<file path="config.mk">
export PLATFORM = sky130hd
export DESIGN_NAME = glb_bank_arbiter
export DESIGN_NICKNAME = d
export VERILOG_FILES = /design/src/rtl/global_buffer_param.sv /design/src/rtl/global_buffer_pkg.sv /design/src/rtl/glb_rr_picker.sv /design/src/rtl/glb_bank_arbiter.sv
export SDC_FILE = /design/constraint.sdc
export NUM_CORES = 1
export LEC_CHECK = 0
export CORE_AREA = 4 4 283 285
export DETAILED_ROUTE_END_ITERATION = 10
export DIE_AREA = 0 0 287 289
export SETUP_SLACK_MARGIN = 0.2
export SLEW_MARGIN = 20
export SYNTH_ARGS = -nofsm -noshare
export SYNTH_HDL_FRONTEND = slang
export SYNTH_SLANG_ARGS = --single-unit
</file>
<file path="constraint.sdc">
create_clock -name clk -period 5.6 [get_ports clk]
set_input_delay 1.68 -clock clk [delete_from_list [all_inputs] [get_ports clk]]
set_output_delay 1.68 -clock clk [all_outputs]
set_load 0.02 [all_outputs]
</file>
<file path="src/rtl/global_buffer_param.sv">
// rtl/global_buffer_param.sv - global buffer bank geometry shared by bank-side blocks
//
// Purpose: byte-address and data widths of one global-buffer bank.
// Ports: none (package).
package global_buffer_param;

  localparam int BANK_ADDR_WIDTH = 17;
  localparam int BANK_DATA_WIDTH = 64;

endpackage

</file>
<file path="src/rtl/global_buffer_pkg.sv">
// rtl/global_buffer_pkg.sv - shared types and constants for global buffer bank blocks
//
// Purpose: read latency shared by the bank memory and its arbiter, and the
// read-tag type that travels alongside an in-flight bank read.
// Ports: none (package).
package global_buffer_pkg;

  // Must match the output pipeline depth of the bank memory instance.
  localparam int GLB_BANK_RD_LATENCY = 3;
  localparam int GLB_BANK_NUM_PORTS  = 3;
  localparam int GLB_BANK_PORT_W     = $clog2(GLB_BANK_NUM_PORTS);

  typedef struct packed {
    logic                       valid;
    logic [GLB_BANK_PORT_W-1:0] port;
  } glb_bank_tag_t;

endpackage

</file>
<file path="src/rtl/glb_rr_picker.sv">
// rtl/glb_rr_picker.sv - combinational round-robin first-one finder
//
// Purpose: returns the first set bit of req searching start, start+1, ...
// with wrap-around.
// Ports:
//   req    in   N      request vector
//   start  in   IDX_W  first index searched (must be < N)
//   grant  out  N      one-hot of the found index, 0 when nothing requests
//   idx    out  IDX_W  found index, 0 when nothing requests
//   found  out  1      any request present
module glb_rr_picker #(
  parameter int N     = 3,
  parameter int IDX_W = $clog2(N)
) (
  input  logic [N-1:0]     req,
  input  logic [IDX_W-1:0] start,
  output logic [N-1:0]     grant,
  output logic [IDX_W-1:0] idx,
  output logic             found
);

  logic [IDX_W:0]   sum;
  logic [IDX_W-1:0] cand;

  always_comb begin
    grant = '0;
    idx   = '0;
    found = 1'b0;
    sum   = '0;
    cand  = '0;
    for (int k = 0; k < N; k++) begin
      // start + k < 2N, so a single conditional subtract is enough to wrap.
      sum  = {1'b0, start} + (IDX_W+1)'(k);
      cand = (sum >= (IDX_W+1)'(N)) ? IDX_W'(sum - (IDX_W+1)'(N)) : sum[IDX_W-1:0];
      if (!found && req[cand]) begin
        found       = 1'b1;
        idx         = cand;
        grant[cand] = 1'b1;
      end
    end
  end

endmodule

</file>
<file path="src/rtl/glb_bank_arbiter.sv">
// rtl/glb_bank_arbiter.sv - single-port global buffer bank arbiter with read return routing
//
// Purpose: grants at most one requester per cycle onto the bank memory port
// (fixed priority or round-robin with burst hold) and routes each read's data
// back to its issuer RD_LATENCY cycles later.
// Ports:
//   clk, reset_n                       clock, async active-low reset
//   cfg_fixed_prio, cfg_max_burst      arbitration mode and round-robin burst length
//   req_rd_en/wr_en/addr/data/bit_sel  per-port request fields
//   req_ready                          one-hot combinational grant
//   rd_data, rd_data_valid             read return data and one-hot owner
//   mem_ren/wen/addr/data_in/bit_sel   bank memory request side
//   mem_data_out                       bank memory read data
module glb_bank_arbiter
  import global_buffer_param::*;
  import global_buffer_pkg::*;
#(
  parameter int NUM_PORTS  = GLB_BANK_NUM_PORTS,
  parameter int RD_LATENCY = GLB_BANK_RD_LATENCY,
  parameter int BURST_W    = 4
) (
  input  logic                                         clk,
  input  logic                                         reset_n,
  input  logic                                         cfg_fixed_prio,
  input  logic [BURST_W-1:0]                           cfg_max_burst,
  input  logic [NUM_PORTS-1:0]                         req_rd_en,
  input  logic [NUM_PORTS-1:0]                         req_wr_en,
  input  logic [NUM_PORTS-1:0][BANK_ADDR_WIDTH-1:0]    req_addr,
  input  logic [NUM_PORTS-1:0][BANK_DATA_WIDTH-1:0]    req_data,
  input  logic [NUM_PORTS-1:0][BANK_DATA_WIDTH-1:0]    req_bit_sel,
  output logic [NUM_PORTS-1:0]                         req_ready,
  output logic [BANK_DATA_WIDTH-1:0]                   rd_data,
  output logic [NUM_PORTS-1:0]                         rd_data_valid,
  output logic                                         mem_ren,
  output logic                                         mem_wen,
  output logic [BANK_ADDR_WIDTH-1:0]                   mem_addr,
  output logic [BANK_DATA_WIDTH-1:0]                   mem_data_in,
  output logic [BANK_DATA_WIDTH-1:0]                   mem_data_in_bit_sel,
  input  logic [BANK_DATA_WIDTH-1:0]                   mem_data_out
);

  localparam int IDX_W = GLB_BANK_PORT_W;

  logic [NUM_PORTS-1:0] req_any;
  logic [IDX_W-1:0]     owner_q, owner_d;
  logic [BURST_W-1:0]   burst_cnt_q, burst_cnt_d;
  logic [BURST_W:0]     max_burst;
  logic [BURST_W:0]     burst_next;
  logic                 hold;
  logic [IDX_W-1:0]     pick_start;
  logic [NUM_PORTS-1:0] pick_grant;
  logic [IDX_W-1:0]     pick_idx;
  logic                 pick_found;
  logic [IDX_W-1:0]     grant_idx;
  logic                 grant_vld;

  glb_bank_tag_t tag_q [RD_LATENCY];
  glb_bank_tag_t tag_d [RD_LATENCY];
  glb_bank_tag_t last_tag;

  assign req_any = req_rd_en | req_wr_en;

  // A zero burst setting behaves like one grant per turn.
  assign max_burst  = (cfg_max_burst == '0) ? (BURST_W+1)'(1) : {1'b0, cfg_max_burst};
  assign burst_next = {1'b0, burst_cnt_q} + 1'b1;
  assign hold       = !cfg_fixed_prio && req_any[owner_q] && (burst_next < max_burst);

  // Fixed mode searches from port 0; round-robin searches from owner+1 and
  // reaches the owner itself last.
  assign pick_start = cfg_fixed_prio ? '0 :
                      (owner_q == IDX_W'(NUM_PORTS-1)) ? '0 : owner_q + 1'b1;

  glb_rr_picker #(
    .N     (NUM_PORTS),
    .IDX_W (IDX_W)
  ) u_picker (
    .req   (req_any),
    .start (pick_start),
    .grant (pick_grant),
    .idx   (pick_idx),
    .found (pick_found)
  );

  assign grant_vld = pick_found;
  assign grant_idx = hold ? owner_q : pick_idx;
  assign req_ready = hold ? (NUM_PORTS'(1) << owner_q) : pick_grant;

  // A port raising both strobes gets a write; its read is dropped.
  always_comb begin
    mem_ren             = 1'b0;
    mem_wen             = 1'b0;
    mem_addr            = '0;
    mem_data_in         = '0;
    mem_data_in_bit_sel = '0;
    if (grant_vld) begin
      mem_wen             = req_wr_en[grant_idx];
      mem_ren             = req_rd_en[grant_idx] && !req_wr_en[grant_idx];
      mem_addr            = req_addr[grant_idx];
      mem_data_in         = req_data[grant_idx];
      mem_data_in_bit_sel = req_bit_sel[grant_idx];
    end
  end

  // Round-robin state; frozen while in fixed-priority mode.
  always_comb begin
    owner_d     = owner_q;
    burst_cnt_d = burst_cnt_q;
    if (!cfg_fixed_prio) begin
      if (!grant_vld) begin
        burst_cnt_d = '0;
      end else if (hold) begin
        burst_cnt_d = burst_next[BURST_W-1:0];
      end else begin
        owner_d     = pick_idx;
        burst_cnt_d = '0;
      end
    end
  end

  always_comb begin
    tag_d[0].valid = mem_ren;
    tag_d[0].port  = grant_idx;
    for (int i = 1; i < RD_LATENCY; i++) begin
      tag_d[i] = tag_q[i-1];
    end
  end

  always_ff @(posedge clk or negedge reset_n) begin
    if (!reset_n) begin
      owner_q     <= IDX_W'(NUM_PORTS-1);
      burst_cnt_q <= '0;
      for (int i = 0; i < RD_LATENCY; i++) begin
        tag_q[i] <= '0;
      end
    end else begin
      owner_q     <= owner_d;
      burst_cnt_q <= burst_cnt_d;
      tag_q       <= tag_d;
    end
  end

  assign last_tag = tag_q[RD_LATENCY-1];

  always_comb begin
    rd_data_valid = '0;
    if (last_tag.valid) begin
      rd_data_valid[last_tag.port] = 1'b1;
    end
  end

  assign rd_data = last_tag.valid ? mem_data_out : '0;

  rd_wr_both_a: assert property (@(posedge clk) disable iff (!reset_n)
    ((req_rd_en & req_wr_en & req_ready) == '0))
    else $warning("glb_bank_arbiter: port %0d raised read and write together, read dropped", grant_idx);

endmodule

</file>
==> metrics.yaml, run 1 <==
grt:
  antenna_found_initial: 20
  grt_pass1_wl_microns: 79500
  grt_overflow: 0
  grt_pass1_vias: 10600
  grt_max_degree: 39
  grt_use_total_pct: 13.3
cts:
  h-tree-depth: 1
  cts_buffers: 3
  cts.path.max_buffers: 2
  cts_tree: "yes"
  clk_latency_ns: 0.24
  cts.clk_slew.worst_paths_ns: 0.05
  cts_root_buf: "clkbuf_16"
  cts_sinks: 15
power:
  ir_worst_vdd_v: 0.000403
  p_leak_nw: 8.25
  power_density_nw_per_um2: 596
floorplanning:
  chipWidth_microns: 287
  die_h_microns: 289
  core-area_sq_um: 77300
  ios: 729
  initial_core_util_pct: 6.06
  num_rows: 102
  die_area_sq_um: 82900
synthesis:
  avgSynthCellArea_sq_um: 5.44
  yosysWarnings: 0
  ys_seq_area_share_pct: 8.03
  postSynth.asyncResetShare_pct: 100
  syn_area_sq_um: 4690
  ys_ff_latch: 15
  synth_edf_count: 0
  ys_types: 50
  synth_cells: 862
  syn_nets: 1382
  synth_flop_cell: "dfrtp_1"
critical_path:
  path_cells: "buf_6, or4b_4, a311oi_4, buf_4, buf_6, o211a_4, o21ai_4, clkinv_4, buf_12, buf_12, buf_16, buf_12, buf_8, nand2_2, a31oi_1, buf_2"
  cpMostUsedCell: "buf_12"
  worstPathArrival_ns: 4.24
  worst-setup-path-type: "in2out"
  max_stage_delay_ns: 0.53
  endpoint_kind: "primary output"
  cp.required_ns: 3.92
  cp_max_fo: 5
  start_kind: "input port"
  reg2reg_slack_ns: 2.47
  crit_slowest_cell: "or4b_4"
timing:
  setup_slack_ns: -0.321
  post-route-min-period_ns: 5.92
  finalCritPeriodShare_pct: 106
  fin_setup_tns_ns: -31.13
  setup_violations: 147
  finalHoldViolations: 0
  slew-limit-headroom_pct: 45.0
  tightest_slew_ns: 0.825
  fmax_mhz: 169
  rsz0062_at_grt: "yes"
  drv_slew: 0
  worst_clock_skew_ns: 0.00301
final_layout:
  fin_cells: 2885
  area_growth_pct: 351
  fill_cells: 8103
  postLayoutCellArea_sq_um: 21200
  drive_gt1_share_pct: 49.5
  finalNetCount: 2360
  fin_util_pct: 27.4
  final_cell_mix: "clkdlybuf4s50_1 (569), buf_6 (206), nand2_1 (153), buf_4 (129), a31oi_4 (116)"
  final_common_cell: "clkdlybuf4s50_1"
run_status:
  violations: "setup timing"
  outcome: "complete, but fails checks"
routing:
  first_iter_violations: 308
  post-route-drc-count: 0
  wl_per_cell_microns: 22.8
  drt_wl_total_microns: 65800
  vias_per_cell: 3.73
  ant_nets: 0
  vias: 10800
  first_pass_iters: 4
placed_design:
  dp.final_hpwl_microns: 47800
  dpl_cell_area_sq_um: 15800
  post-place-cells: 2687
  gp_congestion: 0.915
  port_buffers: 728
hold_path:
  hp-class: "reg2reg"
flow_run:
  maxCapViolations: 0
-- state kept, by name (all words and copies together) (netlist names) --
register     count
tag_d            6
burst_cnt_q      4
last_tag         3
owner_q          2
-- synthesized netlist by cell type, types with 2 or more instances --
cell / count / area [sq um]
buf_2: 37 / 185
nand3_1: 2 / 10.0
or4_1: 3 / 22.5
clkbuf_1: 41 / 154
dfrtp_1: 14 / 350
or2_2: 3 / 18.8
and2_1: 65 / 407
o22ai_1: 2 / 12.5
o31ai_1: 2 / 15.0
nand4b_1: 2 / 17.5
nand2b_1: 2 / 12.5
buf_1: 2 / 7.51
o21ai_1: 92 / 460
buf_4: 11 / 82.6
nor3b_1: 2 / 15.0
nor3_1: 4 / 20.0
or3_1: 2 / 12.5
a221oi_1: 2 / 17.5
mux2i_1: 3 / 30.0
nor4_1: 2 / 12.5
inv_1: 9 / 33.8
a21oi_1: 6 / 30.0
o21ai_0: 63 / 315
a31oi_1: 147 / 920
nand2_1: 299 / 1120
ha_1: 8 / 100
nor2_1: 14 / 52.6
-- repair_timing --
item,CTS,global route
hold buffers,0,0
cloned,15,22
gates resized for setup,906,529
endpoints found under the setup margin,150,150
pin swaps,48,103
setup buffers,75,77
-- report_power, final --
group,switching [mW],internal (mW)
Sequential,0.0719,0.155
Combinational,5.81,6.42
Clock,0.0419,0.0952
-- cell families (layout without fill, tap and decap cells) --
kind of cell	Yosys count	in the layout	share of synthesized area (%)
other	0	6	0
buffers and inverters	101	1078	10.1
XOR/XNOR	2	2	0.374
multiplexers	5	5	1.36
flip-flops	15	15	8.03
AO/OA/AOI/OAI	327	327	40.5
AND/OR/NAND/NOR	403	403	37.3
adder cells (fa/ha/maj)	9	9	2.35
-- layout make-up --
| class | instances | area [sq um] | share of cell area (%) |
|---|---|---|---|
| antenna | 6 | 15.0 | 0.0710 |
| clock buffer | 3 | 75.1 | 0.355 |
| clock inverter | 1 | 5.00 | 0.0237 |
| inverter | 9 | 38.8 | 0.183 |
| multi-input combinational | 746 | 7210 | 34.1 |
| sequential | 15 | 377 | 1.78 |
| tap | 1040 | 1300 | 6.15 |
| timing repair buffer | 1065 | 12100 | 57.3 |
-- routing by layer --
| metal | routed length (microns) | vias to the layer above | global-route usage (%) |
|---|---|---|---|
| li1 | - | 5037 | - |
| met1 | 24800 | 5086 | 15.1 |
| met2 | 33000 | 535 | 24.0 |
| met3 | 5850 | 96 | 4.70 |
| met4 | 2090 | 20 | 3.08 |
| met5 | 138 | - | 0 |
-- through the flow --
| stage | hold slack [ns] | total power [mW] | worst slack [ns] |
|---|---|---|---|
| 2_1_floorplan | 0.331 | 4.52 | 0.0544 |
| 3_3_place_gp | 0.332 | 8.53 | -1.08 |
| 3_5_place_dp | 0.335 | 8.52 | -1.09 |
| 4_1_cts | 0.345 | 10.4 | -0.370 |
| 5_1_grt | 0.356 | 13.2 | -0.430 |
| 6_report | 0.344 | 12.6 | -0.321 |
-- worst max-delay path: cells and delay by family --
kind | cells | cell delay [ns]
compound gates | 4 | 0.73
buf+inv | 10 | 1.23
simple gates | 2 | 0.59
-- path summary, 6_finish.rpt --
check | start | end | cells after the start
setup / recovery | cfg_max_burst[3] | mem_addr[9] | 16
max in group asynchronous | reset_n | last_tag[2] | 1
hold / removal | tag_d[2] | last_tag[2] | 0
hold reg to reg | tag_d[2] | last_tag[2] | 0
min in group asynchronous | reset_n | owner_q[0] | 1
setup reg to reg | burst_cnt_q[0] | tag_d[5] | 13
Power figures use the tool's default switching activity.
==> run 2: changes to the inputs <==
- ABC_AREA: default -> 1
- CORE_AREA: 4 4 283 285 -> 4 4 282 284
- DIE_AREA: 0 0 287 289 -> 0 0 286 288
- SLEW_MARGIN: 20 -> default
==> run 2 against run 1 <==
Net effect: clock power barely moved; the run still ends with setup timing left; flip-flop and latch count did not move; register-to-register slack got worse by 0.05 ns; sequential share of layout area fell by 0.079 points; non-clock buffer count fell by 44.
==> metrics.yaml, run 2 <==
timing:
  finalHoldViolations: 0
  fin_setup_tns_ns: -2.39
  worst_clock_skew_ns: 0.00114
  setup_violations: 77
  tightest_slew_ns: 1.04
  hold_slack_ns: 0.346
  finalCritPeriodShare_pct: 102
  slew-limit-headroom_pct: 30.5
  rsz0062_at_grt: "yes"
  setup_slack_ns: -0.101
  post-route-min-period_ns: 5.70
  drv_slew: 0
  fmax_mhz: 175
cts:
  cts.path.max_buffers: 2
  cts_hold_buf: 0
  cts.clk_slew.worst_paths_ns: 0.05
  h-tree-depth: 1
  cts_tree: "yes"
  cts_root_buf: "clkbuf_16"
  clk_latency_ns: 0.24
  cts_buffers: 3
  cts_sinks: 15
critical_path:
  cp.required_ns: 3.92
  cp_max_fo: 6
  endpoint_kind: "primary output"
  start_kind: "input port"
  worst-setup-path-type: "in2out"
  worstPathArrival_ns: 4.02
synthesis:
  synth_edf_count: 0
  synth_common_cells: "nand2_1 (389), inv_1 (376), nand3_1 (304)"
  synthMuxAreaShare_pct: 0.155
  synth.top_cell.area_share_pct: 23.6
  avgSynthCellArea_sq_um: 4.63
  postSynth.asyncResetShare_pct: 100
  synth_flop_cell: "dfrtp_1"
  synth.most_common_cell: "nand2_1"
  yosysWarnings: 0
  synth.top_cells.by_area: "nand3_1 (24%), nand2_1 (23%), inv_1 (22%), a21oi_1 (11%), dfrtp_1 (5.4%)"
  ys_ff_latch: 15
  synth_xor_area_share_pct: 0.272
  syn_nets: 1913
  synthAdderAreaFrac_pct: 1.55
  syn_area_sq_um: 6450
  synth_cells: 1393
  yosys.area_share.simple_pct: 48.2
  synth_compound_area_share_pct: 13.3
  ys_seq_area_share_pct: 5.84
  synth_top_family_by_area: "simple AND/OR/NAND/NOR gates"
  ys_types: 29
  synth_largest_area_cell: "nand3_1"
grt:
  grt_pass1_vias: 12000
  grt_overflow: 0
  grt_pass1_wl_microns: 76300
  grt_use_total_pct: 12.2
  grt_max_degree: 66
  antenna_found_initial: 7
final_layout:
  area_growth_pct: 245
  drive_gt1_share_pct: 40.0
  final_cell_mix: "clkdlybuf4s50_1 (567), inv_1 (369), nand2_1 (248), buf_6 (175), nand3_1 (147)"
  fill_cells: 8140
  finalNetCount: 2836
  final_common_cell: "clkdlybuf4s50_1"
  regArea_sq_um: 378
  largest_reg_flops: 6
  multi_input_area_sq_um: 7300
run_status:
  violations: "setup timing"
  outcome: "complete, but fails checks"
floorplanning:
  die_area_sq_um: 82400
  chipWidth_microns: 286
  ios: 729
  num_rows: 102
  die_h_microns: 288
  core-area_sq_um: 77100
  initial_core_util_pct: 8.36
routing:
  vias: 12400
  first_pass_iters: 7
  wl_per_cell_microns: 17.3
  ant_nets: 0
  first_iter_violations: 513
  vias_per_cell: 3.70
  post-route-drc-count: 0
  drt_wl_total_microns: 58200
placed_design:
  gp_congestion: 0.904
  port_buffers: 728
  dp.final_hpwl_microns: 38200
power:
  ir_worst_vdd_v: 0.000423
  p_leak_nw: 10.6
  power_density_nw_per_um2: 746
flow_run:
  maxCapViolations: 0
hold_path:
  hp-class: "reg2reg"
==> run 2: cell types whose count changed in the layout (fill, tap and decap cells not counted), moves of 31 or more <==
cell	change
inv_1	+362
nand3_1	+145
o21ai_1	-47
a21oi_4	+98
a21oi_2	+48
o21ai_2	-57
nand3_4	+53
o21ai_4	-37
nand2_1	+95
and2_1	-65
nand3_2	+105
a31oi_4	-116
buf_6	-31
==> run 2: metrics by stage <==
step | util (%) | total power, mW | worst slack, ns | cell area [sq um] | instances
2_1_floorplan | - | 6.03 | 0.199 | 7690 | 1393
3_3_place_gp | 22.1 | 10.8 | -1.16 | 17000 | 3178
3_5_place_dp | 22.1 | 10.7 | -1.12 | 17000 | 3178
4_1_cts | 26.0 | 14.5 | -0.108 | 20000 | 3307
5_1_grt | 28.8 | 17.5 | -0.261 | 22200 | 3356
6_report | 28.8 | 16.6 | -0.101 | 22200 | 3357
==> run 2: cells by family (layout without fill, tap and decap cells) <==
| family | Yosys count | count (layout) |
|---|---|---|
| other | 0 | 2 |
| adder cells (fa/ha/maj) | 8 | 8 |
| AND/OR/NAND/NOR | 716 | 716 |
| AO/OA/AOI/OAI | 167 | 167 |
| buffers and inverters | 484 | 1406 |
| flip-flops | 15 | 15 |
| multiplexers | 1 | 1 |
| XOR/XNOR | 2 | 2 |
==> run 2: layer usage <==
layer,global-route usage (%),part of all wire [%],wire [microns]
met1,14.7,39,22900
met2,22.0,51,29800
met3,2.23,6.2,3640
met4,3.35,3.1,1830
met5,0,0.060,35
==> run 2: path summary, 6_finish.rpt <==
path                           startpoint                      end  slack [ns]  cells past startpoint
min in group asynchronous         reset_n                 tag_d[5]        1.84                      1
max                        cfg_fixed_prio  mem_data_in_bit_sel[28]       -0.10                     21
max reg2reg                burst_cnt_q[0]                 tag_d[5]        2.42                     20
max in group asynchronous         reset_n              last_tag[2]        3.32                      1
min                              tag_d[5]                 tag_d[2]        0.35                      0
min reg2reg                      tag_d[5]                 tag_d[2]        0.35                      0
==> run 2: critical path, stage by stage <==
cell     delay [ns]
buf_8          0.10
nor3_4         0.13
inv_2          0.07
ha_4           0.31
inv_4          0.05
nand2_4        0.07
nand3_2        0.06
nand2_2        0.07
nand2_2        0.05
o21a_1         0.21
nand3_4        0.11
nand2_8        0.10
inv_16         0.10
buf_12         0.10
buf_16         0.13
buf_6          0.10
buf_6          0.09
buf_6          0.12
nand2_1        0.06
a21oi_2        0.13
buf_4          0.15
==> run 2: report_power, final <==
part / switching [mW] / total [mW] / internal [mW]
Clock: 0.0401 / 0.135 / 0.0950
Combinational: 7.92 / 16.2 / 8.27
Sequential: 0.0944 / 0.252 / 0.158
Total: 8.06 / 16.6 / 8.52
==> run 2: cell type report <==
class                           instances  area share [%]
Antenna cell                            2          0.0225
Clock buffer                            3           0.338
Clock inverter                          1          0.0225
Inverter                              381            6.54
Multi-Input combinational cell        894            32.9
Sequential cell                        15            1.70
Tap cell                             1040            5.86
Timing Repair Buffer                 1021            52.6
==> run 2: timing repair <==
item,4_1_cts,5_1_grt
endpoints found under the setup margin,150,149
buffers inserted,95,35
gates resized for setup,1127,353
gates cloned,30,13
pin swaps,81,112
==> run 3: changes to the inputs <==
- CTS_CLUSTER_SIZE: default -> 14
==> results of run 3 <==
Same layout as run 2: the final DEF is identical, and so are final timing and power.
